<file path="src/rtl/mem_stage_lsu.sv">
// mem_stage_lsu: MEM pipeline stage with byte/half/word loads and stores.
// Routes each access either to data memory (req/ack handshake) or to a
// single-cycle peripheral window. Owns the MEM/WB register and stalls the
// upstream pipeline while a data-memory access is outstanding.
//
// Ports:
//   clk, rst_n                      clock, async active-low reset
//   ex_*                            EX/MEM register contents (held while stall=1)
//   stall                           hold IF..EX/MEM this cycle
//   dm_req/dm_we/dm_addr/dm_wdata/dm_be, dm_rdata/dm_ack   data-memory port
//   pr_re/pr_we/pr_addr/pr_wdata, pr_rdata                 peripheral port
//   wb_out/wb_write_addr/wb_reg_write                      MEM/WB register
//   misalign                        registered one-cycle exception pulse
//
// state  | meaning
// -------+----------------------------------------------------------
// S_IDLE | no access outstanding; new memory access may complete same cycle
// S_WAIT | data-memory request outstanding, waiting for dm_ack
module mem_stage_lsu #(
  parameter logic [31:0] PERIPH_BASE = 32'h4000_0000,
  parameter logic [31:0] PERIPH_SPAN = 32'h0000_0018,
  parameter int          REG_AW      = 5
) (
  input  logic              clk,
  input  logic              rst_n,
  input  logic [31:0]       ex_alu_out,
  input  logic [31:0]       ex_rt_data,
  input  logic [31:0]       ex_pc_plus_4,
  input  logic              ex_reg_write,
  input  logic [REG_AW-1:0] ex_write_addr,
  input  logic              ex_mem_read,
  input  logic              ex_mem_write,
  input  logic [1:0]        ex_mem_size,
  input  logic              ex_mem_uns,
  input  logic [1:0]        ex_mem_to_reg,
  input  logic              ex_forward_mem,
  output logic              stall,
  output logic              dm_req,
  output logic              dm_we,
  output logic [31:0]       dm_addr,
  output logic [31:0]       dm_wdata,
  output logic [3:0]        dm_be,
  input  logic [31:0]       dm_rdata,
  input  logic              dm_ack,
  output logic              pr_re,
  output logic              pr_we,
  output logic [31:0]       pr_addr,
  output logic [31:0]       pr_wdata,
  input  logic [31:0]       pr_rdata,
  output logic [31:0]       wb_out,
  output logic [REG_AW-1:0] wb_write_addr,
  output logic              wb_reg_write,
  output logic              misalign
);

  typedef enum logic {S_IDLE, S_WAIT} state_t;

  // 33-bit window end so a window touching the top of memory cannot wrap.
  localparam logic [32:0] PER_END = {1'b0, PERIPH_BASE} + {1'b0, PERIPH_SPAN};

  state_t            state_q, state_d;
  logic [31:0]       wb_out_q, wb_out_d;
  logic [REG_AW-1:0] wb_write_addr_q, wb_write_addr_d;
  logic              wb_reg_write_q, wb_reg_write_d;
  logic              misalign_q, misalign_d;

  logic        access, is_per, is_byte, is_half, is_word, mis, mem_acc;
  logic [31:0] store_data, ld_src, load_data;
  logic [7:0]  ld_byte;
  logic [15:0] ld_half;

  always_comb begin
    is_byte = (ex_mem_size == 2'b00);
    is_half = (ex_mem_size == 2'b01);
    is_word = ex_mem_size[1];
    access  = ex_mem_read | ex_mem_write;
    is_per  = (ex_alu_out >= PERIPH_BASE) && ({1'b0, ex_alu_out} < PER_END);
    mis     = access && ((is_half && ex_alu_out[0]) ||
                         (is_word && (ex_alu_out[1:0] != 2'b00)) ||
                         (is_per && !is_word));
    mem_acc = access && !is_per && !mis;

    store_data = ex_forward_mem ? wb_out_q : ex_rt_data;
    if (is_byte) begin
      dm_wdata = {4{store_data[7:0]}};
      dm_be    = 4'b0001 << ex_alu_out[1:0];
    end else if (is_half) begin
      dm_wdata = {2{store_data[15:0]}};
      dm_be    = ex_alu_out[1] ? 4'b1100 : 4'b0011;
    end else begin
      dm_wdata = store_data;
      dm_be    = 4'b1111;
    end

    ld_src = is_per ? pr_rdata : dm_rdata;
    case (ex_alu_out[1:0])
      2'b00:   ld_byte = ld_src[7:0];
      2'b01:   ld_byte = ld_src[15:8];
      2'b10:   ld_byte = ld_src[23:16];
      default: ld_byte = ld_src[31:24];
    endcase
    ld_half = ex_alu_out[1] ? ld_src[31:16] : ld_src[15:0];
    if (is_byte)
      load_data = ex_mem_uns ? {24'h0, ld_byte} : {{24{ld_byte[7]}}, ld_byte};
    else if (is_half)
      load_data = ex_mem_uns ? {16'h0, ld_half} : {{16{ld_half[15]}}, ld_half};
    else
      load_data = ld_src;
  end

  // Request and strobes are gated by rst_n so they drop the instant reset
  // asserts, even mid-WAIT.
  always_comb begin
    state_d = state_q;
    dm_req  = 1'b0;
    case (state_q)
      S_IDLE: begin
        dm_req = mem_acc;
        if (mem_acc && !dm_ack) state_d = S_WAIT;
      end
      S_WAIT: begin
        dm_req = 1'b1;
        if (dm_ack) state_d = S_IDLE;
      end
      default: state_d = S_IDLE;
    endcase
    dm_req = dm_req & rst_n;
    stall  = dm_req & ~dm_ack;
    dm_we  = dm_req & ex_mem_write;
  end

  assign dm_addr  = {ex_alu_out[31:2], 2'b00};
  assign pr_re    = rst_n & ex_mem_read & is_per & ~mis;
  assign pr_we    = rst_n & ex_mem_write & is_per & ~mis;
  assign pr_addr  = ex_alu_out;
  assign pr_wdata = store_data;

  // While stalled, result/address hold so forwarding to the held
  // instruction sees the previous result; only a bubble is written.
  always_comb begin
    wb_out_d        = wb_out_q;
    wb_write_addr_d = wb_write_addr_q;
    wb_reg_write_d  = 1'b0;
    misalign_d      = 1'b0;
    if (!stall) begin
      if (ex_mem_to_reg[1])      wb_out_d = ex_pc_plus_4;
      else if (ex_mem_to_reg[0]) wb_out_d = load_data;
      else                       wb_out_d = ex_alu_out;
      wb_write_addr_d = ex_write_addr;
      wb_reg_write_d  = ex_reg_write & ~mis;
      misalign_d      = mis;
    end
  end

  always_ff @(posedge clk or negedge rst_n) begin
    if (!rst_n) begin
      state_q         <= S_IDLE;
      wb_out_q        <= '0;
      wb_write_addr_q <= '0;
      wb_reg_write_q  <= 1'b0;
      misalign_q      <= 1'b0;
    end else begin
      state_q         <= state_d;
      wb_out_q        <= wb_out_d;
      wb_write_addr_q <= wb_write_addr_d;
      wb_reg_write_q  <= wb_reg_write_d;
      misalign_q      <= misalign_d;
    end
  end

  assign wb_out        = wb_out_q;
  assign wb_write_addr = wb_write_addr_q;
  assign wb_reg_write  = wb_reg_write_q;
  assign misalign      = misalign_q;

endmodule

</file>
<file path="config.mk">
export PLATFORM = sky130hd
export DESIGN_NAME = mem_stage_lsu
export DESIGN_NICKNAME = d
export VERILOG_FILES = /design/src/rtl/mem_stage_lsu.sv
export SDC_FILE = /design/constraint.sdc
export NUM_CORES = 1
export LEC_CHECK = 0
export ABC_AREA = 1
export CORE_AREA = 2 2 135 137
export DETAILED_ROUTE_END_ITERATION = 7
export DIE_AREA = 0 0 137 139
export PLACE_DENSITY = 0.75
export SYNTH_ARGS = -nofsm -noshare
export SYNTH_HDL_FRONTEND = slang
export SYNTH_SLANG_ARGS = --single-unit
</file>
<file path="constraint.sdc">
create_clock -name clk -period 5.8 [get_ports clk]
set_clock_uncertainty 0.05 [all_clocks]
set_input_delay 1.45 -clock clk [delete_from_list [all_inputs] [get_ports clk]]
set_output_delay 1.45 -clock clk [all_outputs]
set_load 0.02 [all_outputs]
</file>
After elaboration in Yosys (flattened, before gate mapping):

Index checks and enable logic that the tools add are counted.

* input port bits: 177
* logic and storage cells: 63
* output and inout bits: 176
* bits in registers: 40

* reductions and logical operators: 17
* multiplexer cells: 21
* bitwise gates (word level): 14
* magnitude comparators: 2
* eq/ne operators: 3
* shift-type cells: 1

Operator list (number)
* 32-bit two-way mux: 10
* 32-bit by 31-bit greater-or-equal comparator with 1-bit output, second input constant: 1
* 32-bit by 31-bit less-than comparator with 1-bit output, second input constant: 1
* 8-bit one-hot mux with 3 select lines: 1
* 16-bit two-way mux: 1
* 4-bit two-way mux: 3
* 1-bit bitwise AND: 10
* 1-bit logical AND: 8
* 2-bit by 1-bit == test with 1-bit output, second input constant: 2
* 1-bit logical NOT: 4
* 2-bit logical NOT: 2
* 1-bit two-way mux: 4
* 1-bit one-hot mux with 2 select lines: 2
* 1-bit by 2-bit left shift with 4-bit output, first input constant: 1
* 1-bit inverter: 3
* 2-bit == test, second input constant: 1
* 1-bit logical OR: 2
* 2-bit nonzero test: 1
* 1-bit OR: 1

Logic depth before layout (Yosys ltp):

* word-level depth: 11
* depth in mapped cells: 18
* gate-level depth less buffers: 17

Worst setup path before layout:

Ideal clock, no wire load.

* path kind: input port to output port
* start: input ex_alu_out[28]
* end: output pr_we
* cell stages on the path: 8
* required time: 4.300 ns
* path slack: 1.440 ns
* arrival time: 2.860 ns
* buffers on the path: 1
* cells stage by stage: inv_1 > nand2_1 > nor2_1 > nand2_1 > nor2_4 > nand2_8 > buf_2 > nor4_1

* longest elaborated chain between the ends: 7
* elaborated cells between the ends (all ways): 9
* classes of those cells: order compare: 2; bitwise: 3; reduce/logical: 4

Ends and longest elaborated chain
* start, declared: RTL line 26 `input logic [31:0] ex_alu_out,`
* 32-bit by 31-bit greater-or-equal comparator with 1-bit output or 32-bit by 31-bit less-than comparator with 1-bit output (tied branches): RTL line 77 `is_per = (ex_alu_out >= PERIPH_BASE) && ({1'b0, ex_alu_out} < PER_END);`
* 1-bit logical AND (*): RTL line 77
* 1-bit logical AND: RTL line 80 `(is_per && !is_word));`
* 1-bit logical OR: RTL line 79 `(is_word && (ex_alu_out[1:0] != 2'b00)) ||`
* 1-bit logical AND: RTL line 78 `mis = access && ((is_half && ex_alu_out[0]) ||`
* 1-bit inverter: RTL line 134 `assign pr_we = rst_n & ex_mem_write & is_per & ~mis;`
* 1-bit bitwise AND (*): RTL line 134
* end, declared: RTL line 46 `output logic pr_we,`

Mark *: on every way between the ends. The rest lies on a longest branch, timed or not.

Final worst setup path:

* start: input ex_alu_out[9]
* end: output dm_we

* longest elaborated chain between the ends: 10
* elaborated cells between the ends (all ways): 13
* classes of those cells: order compare: 2; mux: 1; bitwise: 2; reduce/logical: 8

Ends and longest elaborated chain
* 32-bit by 31-bit greater-or-equal comparator with 1-bit output or 32-bit by 31-bit less-than comparator with 1-bit output (tied branches): RTL line 77
* 1-bit logical AND (*): RTL line 77
* 1-bit logical AND: RTL line 80
* 1-bit logical OR: RTL line 79
* 1-bit logical AND: RTL line 78
* 1-bit logical NOT: RTL line 81 `mem_acc = access && !is_per && !mis;`
* 1-bit logical AND (*): RTL line 81
* 1-bit one-hot mux with 2 select lines (*): RTL line 116 `case (state_q)`
* 1-bit bitwise AND (*): RTL line 127 `dm_req = dm_req & rst_n;`
* 1-bit bitwise AND (*): RTL line 129 `dm_we = dm_req & ex_mem_write;`
* end, declared: RTL line 39 `output logic dm_we,`

Marked as above.

==> metrics.csv <==
stage,metric,value,unit
status,run status,"complete, no violations",
synth,post-synth cell types,34,
worst_hold_path,worst min path class,flop to flop,
floorplanning,die footprint,19000,sq um
floorplanning,Die Ht,139,microns
worst_hold_path,hold path endpoint,wb_write_addr[4],
grt,first-pass GRT wire length,36.8,mm
synth,Mapped Cells,933,
cts,setup repair bufs after CTS,0,
setup_path,worst-path maximum fanout,23,
synth,syn avg cell area,5.54,sq um
synth,post-synthesis mux area share,0,%
routing,initial detailed-routing violation count,415,
routing,top sig layer,met4,
routing,Routed WL per cell,17.7,microns
finish,"most common cell after layout, fill and taps aside",nand2_1,
setup_path,CP max stage delay,0.62,ns
worst_hold_path,Hold Startpoint,wb_write_addr[4],
cts,CTS tree,done,
floorplanning,std cell rows,49,
sta,"Hold Vio Cnt, Final",0,
synth,mapped cell area,5170,sq um
place,Place WS,0.316,ns
sta,final worst path period need,5.47,ns
cts,Root Driver,clkbuf_16,
synth,post-synthesis xor/xnor area fraction,0,%
sta,setup ws final,0.326,ns
setup_path,worst path bufs/invs,5,
sta,Rel. slew slack,24.2,%
routing,drt first pass iters,5,
synth,"FFs w/ async S/R, synth",100,%
sta,hold_ws,0.421,ns
place,Cells after DPL,1412,
sta,ratio of final minimum period to clock period,94.4,%
synth,simple-gate share of the synthesized area,42.8,%
routing,wl on met1,11.0,mm
grt,pin count of the biggest net entering global routing,49,
floorplanning,Starting Density,29.3,%
cts,CTS resizes,0,
setup_path,worst r2r dst,wb_out[16],
place,IO Port Bufs,350,
power,Leak,4.07,nW
cts,worst skew pair latency,0.28,ns
setup_path,Crit-path slowest cell,clkdlybuf4s50_1,
synth,number of flops mapped to enable cells by yosys,0,
place,Detail Placement HPWL,20.8,mm
sta,Final setup viols,0,
cts,maximum buffer depth of the clock tree,2,
place,GPL Wtd Cong,0.945,
sta,fmax,0.183,GHz
sta,unrepaired setup endpoints after global routing,no,
routing,via count,6511,
setup_path,required time of the critical path,4.30,ns
routing,met2 wire length,12.3,mm
setup_path,R2R cell count,7,
sta,Fin Setup TNS,0,ns
routing,met3 wire len,1.48,mm
synth,sequential area share after synthesis,19.4,%
floorplanning,io pins,353,
grt,antenna violations before repair,0,
setup_path,Crit. End Element,output port,
routing,final WL,25.1,mm
finish,diode count,0,
setup_path,kind of cell adding the most delay to the critical path,buffers and inverters,
cts,Num CTS Buffers,5,
synth,Main synth FF type,dfrtp_1,
synth,largest family of logic cells by synthesized area,simple AND/OR/NAND/NOR gates,
setup_path,CP arrival,3.97,ns
grt,number of global-route vias before repair,6137,
finish,Area Growth Syn to Fin,63.4,%
cts,clock sinks,40,
synth,Post-Synth Adder-Cell Area,0,%
cts,CTS hold repair buffers,0,
setup_path,Critical Path Source Type,primary input,
finish,Layout Cells excl Fill,1420,
grt,grt total ovfl,0,
setup_path,R2R setup slack,4.22,ns
cts,Clock Pin Slew Worst Setup and Hold Paths,0.06,ns
finish,fin nets,1367,
floorplanning,Core Box Area,17700,sq um
synth,Yosys reg bits,40,
finish,share of layout cells above drive strength 1,6.63,%
finish,"commonest non-fill, non-tap cells in the layout","nand2_1 (373), clkdlybuf4s50_1 (349), inv_1 (98), nor2_1 (87), o21ai_0 (74)",
setup_path,type of the worst setup path,primary input to output port,
flow_run,max-cap violation count,0,
setup_path,"Cell Chain, Critical Path","clkdlybuf4s50_1, inv_1, nand2_1, nor2_1, nand2_1, nor2_4, nand2_8, inv_4, or3_1, nand2_2, inv_1, nor3_1, clkdlybuf4s50_1",
synth,Yosys warnings,0,
grt,Global Route Usage Sum,25.5,%
routing,post-DR vias/cell,4.59,
synth,compound-gate portion of the synthesized area,14.3,%
floorplanning,die width,137,microns
sta,Worst-Margin Slew,1.14,ns
cts,htree depth,2,
sta,final slew viol count,0,
worst_hold_path,Cells on Worst Hold Path,2,
power,Peak VDD IR,114,uV
routing,Antenna Nets Post-Route,0,
routing,Post-route DRC,0,
power,Pwr Density,173,nW/um^2
setup_path,worst r2r src,state_q,
-- state kept, by name, summed over array words and instances (netlist names) --
register,count
wb_write_addr,5
misalign,1
wb_reg_write,1
state_q,1
wb_out,32
-- through the flow --
step                util, %  power [mW]  cell area (sq um)
CTS                    47.9        1.47               8450
global placement       46.9        1.15               8290
floorplan                 -       0.743               5180
finish                 47.9        1.46               8450
global route           47.9        1.54               8450
detailed placement     46.9        1.15               8290
-- worst max path at each step --
stage | end | slack [ns] | cells after the start | start
CTS | dm_req | 0.31 | 13 | ex_alu_out[9]
finish | dm_we | 0.33 | 13 | ex_alu_out[9]
detailed placement | dm_req | 0.32 | 13 | ex_alu_out[9]
global placement | dm_req | 0.35 | 13 | ex_alu_out[8]
floorplan | pr_we | 1.44 | 8 | ex_alu_out[28]
global route | dm_we | 0.13 | 13 | ex_alu_out[9]
-- metal layers --
metal,global-route usage [%],up-vias
met2,44.0,252
met4,3.91,0
met1,34.0,2947
met3,3.62,18
met5,0,-
li1,-,3294
-- power by group --
part           leakage [nW]  internal [mW]  switching (mW)
clock                0.0808          0.202           0.110
combinational          3.52          0.373           0.431
sequential            0.470          0.312          0.0332
total                  4.07          0.888           0.575
-- cell type report --
type,count,area (sq um)
inverter,110,415
clock buffer,6,129
sequential,40,1000
timing repair buffer,367,3630
clock inverter,2,35.0
tap,229,287
multi-input combinational,666,2960
fill,1890,9200
-- cell families after synthesis --
family / Yosys count
simple gates: 526
flops: 40
compound gates: 138
other cells: 1
buf+inv: 228
-- cell usage after synthesis, types with 5 or more instances --
| cell | count | area (sq um) |
|---|---|---|
| inv_1 | 98 | 368 |
| nand3_2 | 9 | 90.1 |
| o21ai_0 | 74 | 370 |
| o21ai_1 | 20 | 100 |
| inv_2 | 11 | 41.3 |
| a21oi_1 | 29 | 145 |
| buf_2 | 12 | 60.1 |
| o211ai_1 | 6 | 45.0 |
| buf_6 | 7 | 78.8 |
| or2_2 | 10 | 62.6 |
| buf_4 | 74 | 556 |
| nor2_1 | 87 | 327 |
| nand2_1 | 373 | 1400 |
| dfrtp_1 | 40 | 1000 |
| nand2_2 | 7 | 43.8 |
| clkbuf_1 | 24 | 90.1 |
| nand3_1 | 20 | 100 |
| nor2_4 | 5 | 56.3 |
| nor2_2 | 5 | 31.3 |
-- worst min-delay path, delay by kind of cell, from the launching register on --
family | cells | cell delay [ns]
flops | 1 | 0.34
simple gates | 2 | 0.10
No activity file was read; power rests on OpenSTA's default activity.
